File: config.mk
export PLATFORM = sky130hd
export DESIGN_NAME = ps2_key_sequencer
export DESIGN_NICKNAME = d
export VERILOG_FILES = /design/src/rtl/ps2_keys_pkg.sv /design/src/rtl/ps2_prefix_timer.sv /design/src/rtl/ps2_key_sequencer.sv
export SDC_FILE = /design/constraint.sdc
export NUM_CORES = 1
export LEC_CHECK = 0
export CORE_ASPECT_RATIO = 0.6
export CORE_MARGIN = 2
export CORE_UTILIZATION = 49
export CTS_BUF_LIST = sky130_fd_sc_hd__clkbuf_16
export DETAILED_ROUTE_END_ITERATION = 10
export GPL_TIMING_DRIVEN = 0
export PLACE_DENSITY = 0.75
export SYNTH_ARGS = -nofsm -noshare
export SYNTH_HDL_FRONTEND = slang
export SYNTH_SLANG_ARGS = --single-unit
File: constraint.sdc
create_clock -name CLOCK_50 -period 1.67 [get_ports CLOCK_50]
set_input_delay 0.2505 -clock CLOCK_50 [delete_from_list [all_inputs] [get_ports CLOCK_50]]
set_output_delay 0.2505 -clock CLOCK_50 [all_outputs]
set_load 0.01 [all_outputs]
File: src/rtl/ps2_keys_pkg.sv
// Scan-code constants, key indices and the enums shared by the PS/2 key sequencer.
package ps2_keys_pkg;
  localparam logic [7:0] SC_BRK   = 8'hF0;
  localparam logic [7:0] SC_EXT   = 8'hE0;
  localparam logic [7:0] SC_HIT   = 8'h33;
  localparam logic [7:0] SC_STAND = 8'h1B;
  localparam logic [7:0] SC_DEAL  = 8'h23;

  localparam logic [1:0] KEY_HIT   = 2'd0;
  localparam logic [1:0] KEY_STAND = 2'd1;
  localparam logic [1:0] KEY_DEAL  = 2'd2;

  typedef enum logic [1:0] {
    CMD_HIT   = 2'd0,
    CMD_STAND = 2'd1,
    CMD_DEAL  = 2'd2
  } cmd_e;

  typedef enum logic [1:0] {
    ST_IDLE,
    ST_BRK,
    ST_EXT,
    ST_EXT_BRK
  } pstate_e;
endpackage

File: src/rtl/ps2_prefix_timer.sv
// Counts idle cycles after a prefix byte; flags when the prefix has gone stale.
module ps2_prefix_timer #(
  parameter int TIMEOUT_CYCLES = 2_500_000
) (
  input  logic gclk,
  input  logic grst_n,
  input  logic clr_i,
  input  logic en_i,
  output logic expired_o
);
  localparam int W = (TIMEOUT_CYCLES > 2) ? $clog2(TIMEOUT_CYCLES) : 1;

  logic [W-1:0] cnt_q;

  assign expired_o = (cnt_q == W'(TIMEOUT_CYCLES - 1));

  // Saturates at the limit so a stalled FSM never wraps back into range.
  always_ff @(posedge gclk or negedge grst_n) begin
    if (!grst_n)                  cnt_q <= '0;
    else if (clr_i)               cnt_q <= '0;
    else if (en_i && !expired_o)  cnt_q <= cnt_q + W'(1);
  end
endmodule

File: src/rtl/ps2_key_sequencer.sv
// PS/2 byte-stream parser turning first key presses into gated one-shot game commands.
module ps2_key_sequencer
  import ps2_keys_pkg::*;
#(
  parameter int         TIMEOUT_CYCLES = 2_500_000,
  parameter logic [7:0] CODE_HIT       = SC_HIT,
  parameter logic [7:0] CODE_STAND     = SC_STAND,
  parameter logic [7:0] CODE_DEAL      = SC_DEAL
) (
  input  logic       CLOCK_50,
  input  logic       reset,
  input  logic [7:0] rx_data,
  input  logic       rx_data_en,
  input  logic [2:0] accept_mask,
  input  logic       cmd_ready,
  output logic       cmd_valid,
  output logic [1:0] cmd_code,
  output logic [2:0] held,
  output logic       drop_pulse
);
  pstate_e    state_q;
  logic [2:0] held_q;
  logic       cmd_valid_q;
  cmd_e       cmd_code_q;
  logic       drop_q;

  logic       is_key;
  logic [1:0] kidx;
  logic       buf_free;
  logic       expired;

  always_comb begin
    is_key = 1'b1;
    kidx   = KEY_HIT;
    if      (rx_data == CODE_HIT)   kidx = KEY_HIT;
    else if (rx_data == CODE_STAND) kidx = KEY_STAND;
    else if (rx_data == CODE_DEAL)  kidx = KEY_DEAL;
    else                            is_key = 1'b0;
  end

  // A full buffer being drained this very cycle can take the new command.
  assign buf_free = !cmd_valid_q || cmd_ready;

  ps2_prefix_timer #(.TIMEOUT_CYCLES(TIMEOUT_CYCLES)) u_timer (
    .gclk      (CLOCK_50),
    .grst_n    (reset),
    .clr_i     (rx_data_en || (state_q == ST_IDLE)),
    .en_i      (state_q != ST_IDLE),
    .expired_o (expired)
  );

  always_ff @(posedge CLOCK_50 or negedge reset) begin
    if (!reset) begin
      state_q     <= ST_IDLE;
      held_q      <= '0;
      cmd_valid_q <= 1'b0;
      cmd_code_q  <= CMD_HIT;
      drop_q      <= 1'b0;
    end else begin
      drop_q <= 1'b0;
      if (cmd_valid_q && cmd_ready) cmd_valid_q <= 1'b0;
      if (rx_data_en) begin
        case (state_q)
          ST_IDLE: begin
            if (rx_data == SC_BRK)      state_q <= ST_BRK;
            else if (rx_data == SC_EXT) state_q <= ST_EXT;
            else if (is_key && !held_q[kidx]) begin
              held_q[kidx] <= 1'b1;
              if (accept_mask[kidx]) begin
                if (buf_free) begin
                  cmd_valid_q <= 1'b1;
                  cmd_code_q  <= cmd_e'(kidx);
                end else begin
                  drop_q <= 1'b1;
                end
              end
            end
          end
          ST_BRK: begin
            if (is_key) held_q[kidx] <= 1'b0;
            state_q <= ST_IDLE;
          end
          ST_EXT:  state_q <= (rx_data == SC_BRK) ? ST_EXT_BRK : ST_IDLE;
          default: state_q <= ST_IDLE;
        endcase
      end else if (expired && state_q != ST_IDLE) begin
        state_q <= ST_IDLE;
      end
    end
  end

  assign cmd_valid  = cmd_valid_q;
  assign cmd_code   = cmd_code_q;
  assign held       = held_q;
  assign drop_pulse = drop_q;
endmodule

# == After elaboration in Yosys (flattened, before gate mapping) ==
# Index checks and enable logic that the tools add are counted.
# totals
register_bits,31
latchBits,0
memories,0
word_cells,85
output_inout_bits,7
input_bits,15
mem_bits_rw,0
rom_bits,0
# op_classes
muxes,40
div_mod_pow,0
order_cmp,2
add_sub_neg,1
n_reduce_logical,18
mul,0
shift,0
bitwise_logic,5
n_eq_ne,13
# op_table
operator,n
$mux W22,2
$add A22 B1 Y22 const B,1
$eq A22 B22 Y1 const B,1
$mux W1,21
$eq A8 B6 Y1 const B,2
$eq A8 B8 Y1 const B,2
$mux W2,8
$mux W3,4
$eq A8 B5 Y1 const B,1
$reduce_bool A2 Y1,4
$reduce_and A7 Y1,1
$ne A2 B2 Y1 const B,3
$pmux W3 S2,1
$reduce_and A6 Y1,1
$logic_and A1 B1 Y1,5
$bmux W1 S2,2
$ne A4 B2 Y1 const B,1
$pmux W2 S2,1
$and A3 B3 Y3,1
$logic_not A1 Y1,3
$lt A2 B3 Y1 const B,1
$not A3 Y3,1
$or A3 B3 Y3,1
$demux W1 S2,1
other kinds (8),10

# == Logic depth before layout (Yosys ltp) ==
# Gate-level depths: netlist of run 1.
# depth
word_depth,13
ltp_mapped,7
mapped_depth_nobuf,7

# == Cells and area by module ==
# From an unflattened synthesis of run 1, not the netlist that was laid out.
# unflattened
cells_unflattened,212
hier_area_um2,2009.4
# by_module_without_submodules
mod,area_each_um2,seq_area_each_um2,cells_each,n_inst
ps2_prefix_timer,1348.8,550.5,143,1
ps2_key_sequencer,660.6,225.2,69,1

# == Least setup slack after synthesis of run 1 ==
# Ideal clock, no wire load.
# synth_timing
kind,register to register
from,reg u_timer.cnt_q[15]
to,reg u_timer.cnt_q[3]
setup_ns,0.132
path_slack_ns,-0.071
arrival_ns,1.609
stages_incl_launch_ff,7
synth_period_minus_slack_ns,1.741
required_time_ns,1.538
path_buffers,0
path_cell_list,dfrtp_1 or4b_1 nor3_1 nand4_2 nand4_1 xor2_1 nor2_1
# synth_via
elab_chain_len,4
# synth_lines
element,line_no,rtl
"start, declared",ps2_prefix_timer.sv:13,logic [W-1:0] cnt_q;
"start signal, assigned",ps2_prefix_timer.sv:21,else if (en_i && !expired_o) cnt_q <= cnt_q + W'(1);
$eq A22 B22 Y1,ps2_prefix_timer.sv:15,assign expired_o = (cnt_q == W'(TIMEOUT_CYCLES - 1));
$logic_not A1 Y1,ps2_prefix_timer.sv:21,
$logic_and A1 B1 Y1,ps2_prefix_timer.sv:21,
$reduce_bool A2 Y1 (no line),-,
# Every way passes these cells.
# A chain may end at the register's enable or synchronous reset.

# == Worst setup path in the final report of run 1 ==
# Ends and elaborated chain as after synthesis.

==> reports/qor.yml, run 1 <==
diodes: 0
finalCriticalPeriod_ns: 1.81
critPathCaptureType: "flop"
start_util_pct: 51.5
synth_top_cell_by_area: "dfrtp_1"
antenna_found_initial: 0
cts_sinks: 31
vias: 1508
die_w_um: 79.8
grt_pass1_vias: 1413
clk_latency_ns: 0.28
grt_pass1_wl_um: 7150
ir_worst_vdd_uv: 530
hold_buffers: 0
async_flop_share_pct: 100
path_clk_slew_ns: 0.05
worst-setup-path-type: "flop to flop"
crit_path_max_incr_delay_ns: 0.53
place_inst: 235
post-route-util_pct: 70.7
layout-drive-gt1-share_pct: 28.7
rsz0062_at_grt: "yes"
required_ns: 1.82
finalHoldViolations: 0
cts_tree: "built"
synthTopCellsByArea: "dfrtp_1 (46%), xor2_1 (7.8%), nor2_1 (5.8%)"
hold-worst-slack_ns: 0.0155
final_max_slew_viol_count: 0
dieHeight_um: 49.5
final_antenna_net_count: 0
die-area_sq_mm: 0.00395
htree_levels: 2
achievable-frequency_mhz: 551
drt_pass1_iterations: 4
area_growth_pct: 37.3
p_leak_nw: 0.993
ys_types: 41
drc: 0
synth_edf_count: 0
startpoint_type: "flop"
synth-seq-cells: 31
routabilityCongestion: 0.916
cts_made_buffers: 5
final_cell_count_no_fill: 261
crit_fanout: 8
cp_slowest_cell: "or4b_1"
worst_clock_skew_ns: 0.00567
num_rows: 16
setup_viol: 13
worst_slew_pin_slew_ns: 0.695
cp.buffers_inverters: 0
viasPerCell: 5.78
grt_max_degree: 32
hp-class: "input port to asynchronous set/reset pin"
io_buffers: 20
dpl.hpwl_um: 2840
yosys_warnings: 0
ys_seq_area_share_pct: 45.9
slew_headroom_pct: 53.6
failed_checks: "negative setup slack"
cts_buffer_depth: 2
totalWireLength_um: 4490
core_area_sq_mm: 0.00328
synth_nets: 186
ys.flop_type: "dfrtp_1"
yosysTopAreaCellShare_pct: 45.9
worstPathArrival_ns: 1.96
power_density_mw_per_mm2: 746
final_area_sq_mm: 0.00232
num_io_pins: 22
syn_area_sq_mm: 0.00169
min_period_over_period_pct: 109
drt_iter0_drc: 178
synthCells: 170
cp_top_family: "simple AND/OR/NAND/NOR gates"
ctsRootBufferMaster: "clkbuf_16"
synth.avg_cell_area_sq_um: 9.94
setup_slack_ns: -0.144
drv_cap: 0
pre_cts_ws_ns: -0.763
wire_per_inst_um: 17.2
status: "complete, but fails checks"
crit_chain: "or4b_1 > nor3_2 > nand4_4 > nand4_1 > xor2_1 > nor2_1"
final_nets: 232
grt_usage_pct: 24.3
place_area_sq_mm: 0.00196
gr-total-overflow: 0
-- repair_timing --
action | in CTS | in global routing
setup buffers | 12 | 7
endpoints found under the setup margin | 21 | 18
gates resized for setup | 33 | 12
pin swaps | 9 | 14
-- cells in the final DEF (no fill, tap or decap), types with 2 or more instances in the layout --
| master | count |
|---|---|
| a21oi_1 | 5 |
| xor2_1 | 15 |
| clkdlybuf4s50_1 | 11 |
| nand3b_1 | 3 |
| or3_1 | 2 |
| nand2b_1 | 4 |
| xnor2_1 | 5 |
| nand3_1 | 12 |
| nand2_2 | 3 |
| nor4_4 | 2 |
| nor2_1 | 26 |
| dfrtp_1 | 27 |
| buf_4 | 19 |
| nand2_1 | 9 |
| clkbuf_2 | 3 |
| mux2_4 | 2 |
| clkbuf_1 | 2 |
| and3_1 | 5 |
| nand4_1 | 5 |
| buf_2 | 2 |
| clkbuf_16 | 5 |
| inv_1 | 2 |
| dfrtp_2 | 4 |
| a21oi_2 | 2 |
| dlygate4sd2_1 | 2 |
| o21ai_0 | 3 |
| nor3_1 | 3 |
| buf_6 | 2 |
-- where the power goes --
group          switching, mW  internal (mW)
registers            0.00457          0.757
clock network          0.321          0.534
logic                 0.0613         0.0532
total                  0.387           1.34
-- synthesized netlist by cell type, types with 2 or more instances --
library cell  count
dfrtp_1          31
nand4_1           5
clkbuf_1          2
nor2_1           26
nand3b_1          3
nand3_1          13
nor4b_1           2
and3_1            5
a2bb2oi_1         2
nand2_1          12
xor2_1           15
a21oi_1           7
nand2b_1          4
mux2_4            2
nor3_1            5
inv_1             2
or3_1             2
o21ai_0           3
nor4_1            3
xnor2_1           5
-- metrics by stage --
step	setup TNS, ns	power, mW
after floorplan	-0.0690	0.815
after global placement	-8.43	0.883
after detailed placement	-12.51	0.887
after CTS	-0.884	1.73
after global routing	-2.18	1.79
final	-1.03	1.73
-- path summary, 6_finish.rpt --
kind	slack (ns)	cells past startpoint	start	end
min	0.02	1	reset	cmd_code[0]
max	-0.14	6	u_timer.cnt_q[15]	u_timer.cnt_q[3]
max reg2reg	-0.14	6	u_timer.cnt_q[15]	u_timer.cnt_q[3]
max in group asynchronous	1.16	1	reset	u_timer.cnt_q[2]
min reg2reg	0.51	1	cmd_code[0]	cmd_code[0]
min in group CLOCK_50	0.23	2	rx_data[4]	flop
-- worst reg2reg max path: stages, from the launching register on --
cell and delay, ns:
dfrtp_1 0.38, or4b_1 0.53, nor3_2 0.19, nand4_4 0.20, nand4_1 0.16, xor2_1 0.16
nor2_1 0.06
-- layout make-up --
cell class                      instances  area [sq um]
Buffer                                  3          18.8
Timing Repair Buffer                   39           317
Clock buffer                            5           125
Clock inverter                          2          8.76
Multi-Input combinational cell        134          1010
Fill cell                             235           962
Sequential cell                        31           781
Inverter                                2          7.51
Tap cell                               45          56.3
-- routing by layer --
layer / GRT usage [%] / up-vias / wire length (um)
met1: 34.1 / 723 / 1940
met2: 36.0 / 76 / 2110
li1: - / 700 / -
met3: 7.88 / 9 / 377
met4: 7.91 / 0 / 62
met5: 0 / - / 0
-- state kept, by name, summed over array words and instances, names as in the netlist, named ones only --
register / cells
u_timer.cnt_q: 22
cmd_code: 2
state_q: 2
cmd_valid: 1
drop_pulse: 1
-- cells by family (layout without fill, tap and decap cells) --
| group | after synthesis | count (layout) | share of synthesized area (%) |
|---|---|---|---|
| flip-flops | 31 | 31 | 45.9 |
| XOR/XNOR | 20 | 20 | 10.4 |
| AND/OR/NAND/NOR | 92 | 92 | 31.7 |
| multiplexers | 3 | 3 | 2.37 |
| buffers and inverters | 5 | 51 | 1.55 |
| AO/OA/AOI/OAI | 18 | 18 | 7.40 |
| adder cells (fa/ha/maj) | 1 | 1 | 0.740 |
Note: power is estimated with default switching activity, not from simulation.
==> inputs of run 2 (changes only) <==
==> constraint.sdc (replaced) <==
create_clock -name CLOCK_50 -period 1.66 [get_ports CLOCK_50]
set_input_delay 0.249 -clock CLOCK_50 [delete_from_list [all_inputs] [get_ports CLOCK_50]]
set_output_delay 0.249 -clock CLOCK_50 [all_outputs]
set_load 0.01 [all_outputs]
==> reports/qor.yml, run 2 (synthesis results as in run 1) <==
vias: 1544  # +2.4%
required_ns: 1.80  # -0.02 ns
ir_worst_vdd_uv: 477  # -10%
rsz0062_at_grt: "yes"
antenna_found_initial: 0  # unchanged
finalCriticalPeriod_ns: 1.81  # -0.00195 ns
min_period_over_period_pct: 109  # +0.54 points
final_area_sq_mm: 0.00233  # +0.43%
pwr-share-comb_pct: 6.7  # about the same
worst_slew_pin_slew_ns: 0.700  # +0.00440 ns
final_nets: 232  # unchanged
status: "complete, but fails checks"
setup_slack_ns: -0.152  # -0.00805 ns
totalWireLength_um: 4720  # +5.2%
p_sw_mw: 0.373  # -3.6%
cts_tree: "built"
power_density_mw_per_mm2: 741  # -0.63%
slew_headroom_pct: 53.3  # -0.29 points
htree_levels: 2  # unchanged
gr-total-overflow: 0  # unchanged
place_area_sq_mm: 0.00196  # unchanged
startpoint_type: "flop"
grt_max_degree: 32  # unchanged
area_growth_pct: 37.9
drt_iter0_drc: 149  # -16%
hp-class: "input port to asynchronous set/reset pin"
sequentialPowerShare_pct: 44.4  # +0.4 points
dpl.hpwl_um: 2900  # +2.3%
swShare_pct: 21.6  # -0.77 points
clk_latency_ns: 0.27  # about the same
final_common_cell: "dfrtp_1"
path_clk_slew_ns: 0.05  # about the same
worstPathArrival_ns: 1.96  # about the same
final_antenna_net_count: 0  # unchanged
worst-setup-path-type: "flop to flop"
drt_pass1_iterations: 4  # unchanged
finalHoldViolations: 0  # unchanged
wire_per_inst_um: 18.0  # +4.8%
io_buffers: 20  # unchanged
cts_sinks: 31  # unchanged
cts_buffer_depth: 2  # unchanged
cts_made_buffers: 5  # unchanged
num_rows: 16  # unchanged
final_max_slew_viol_count: 0  # unchanged
drv_cap: 0  # unchanged
setup_viol: 11  # -2
viasPerCell: 5.89  # +2.0%
achievable-frequency_mhz: 552  # +0.11%
largest-register: "u_timer.cnt_q"
worst_clock_skew_ns: 0.00236  # -0.00331 ns
grt_usage_pct: 25.1  # +0.72 points
dieHeight_um: 49.5  # unchanged
p_leak_nw: 1.04  # +4.8%
ctsRootBufferMaster: "clkbuf_16"
post-route-util_pct: 71.0  # +0.30 points
p_clk_share_pct: 48.9  # -0.5 points
pre_cts_ws_ns: -0.725  # +0.0378 ns
diodes: 0  # unchanged
intPower_mw: 1.36  # +0.78%
critPathCaptureType: "flop"
drc: 0  # unchanged
num_io_pins: 22  # unchanged
start_util_pct: 51.5  # unchanged
die-area_sq_mm: 0.00395  # unchanged
grt_pass1_vias: 1486  # +5.2%
die_w_um: 79.8  # unchanged
failed_checks: "negative setup slack"
largest_reg_flops: 22  # unchanged
layout-drive-gt1-share_pct: 25.8  # -2.9 points
crit_fanout: 6  # -2
final_cell_mix: "dfrtp_1 (30), nor2_1 (26), buf_4 (17), xor2_1 (15)"
core_area_sq_mm: 0.00328  # unchanged
routabilityCongestion: 0.915  # -0.11%
grt_pass1_wl_um: 7290  # +2.0%
==> run 2: path summary, 6_finish.rpt <==
| path | cells after the start | start | to | slack [ns] |
|---|---|---|---|---|
| min in group CLOCK_50 | 2 | rx_data[4] | flop | 0.23 |
| max | 5 | u_timer.cnt_q[5] | u_timer.cnt_q[1] | -0.15 |
| min | 1 | reset | drop_pulse | 0.02 |
| max reg2reg | 5 | u_timer.cnt_q[5] | u_timer.cnt_q[1] | -0.15 |
| min reg2reg | 1 | cmd_code[0] | cmd_code[0] | 0.51 |
| max in group asynchronous | 1 | reset | u_timer.cnt_q[4] | 1.14 |
==> run 2: layout make-up <==
cell class,count,area (sq um)
Clock inverter,3,11.3
Clock buffer,5,125
Multi-Input combinational cell,134,1010
Tap cell,45,56.3
Fill cell,235,952
Sequential cell,31,777
Timing Repair Buffer,39,323
Inverter,2,7.51
Buffer,3,18.8
==> run 2: worst max-delay path: stages (launching register included) <==
cell and delay [ns]:
dfrtp_1 0.46, nor4b_1 0.59, nand4_4 0.24, buf_4 0.20, mux2i_1 0.14, nor2_1 0.05
==> run 2: timing repair <==
| item | CTS | global route |
|---|---|---|
| endpoints found under the setup margin | 23 | 17 |
| pin swaps | 8 | 7 |
| gates resized for setup | 30 | 13 |
| setup buffers | 13 | 6 |
| hold buffers | 0 | 0 |
==> run 2: stage by stage <==
step                      total power, mW  hold slack [ns]  cells  TNS, ns
after detailed placement            0.891            0.503    235   -12.83
after floorplan                     0.820          -0.0466    170   -0.105
after CTS                            1.74            0.236    256    -1.04
after global placement              0.888            0.497    235    -8.92
final                                1.73           0.0157    262   -0.909
after global routing                 1.80           0.0756    262    -2.25
==> run 2: per-layer routing <==
metal	wire, um	GRT usage, %	part of all wire (%)	up-vias
met1	1940	33.1	41	747
met4	197	9.60	4.2	0
met3	364	6.96	7.7	26
met2	2230	39.5	47	75
met5	0	0	0	-
li1	-	-	-	696
==> run 2: power groups by stage <==
stage / registers (mW) / logic, mW / clock network, mW
floorplan: 0.780 / 0.0397 / 0
global placement: 0.779 / 0.109 / 0
detailed placement: 0.779 / 0.112 / 0
CTS: 0.767 / 0.114 / 0.856
global route: 0.767 / 0.128 / 0.901
finish: 0.767 / 0.116 / 0.845
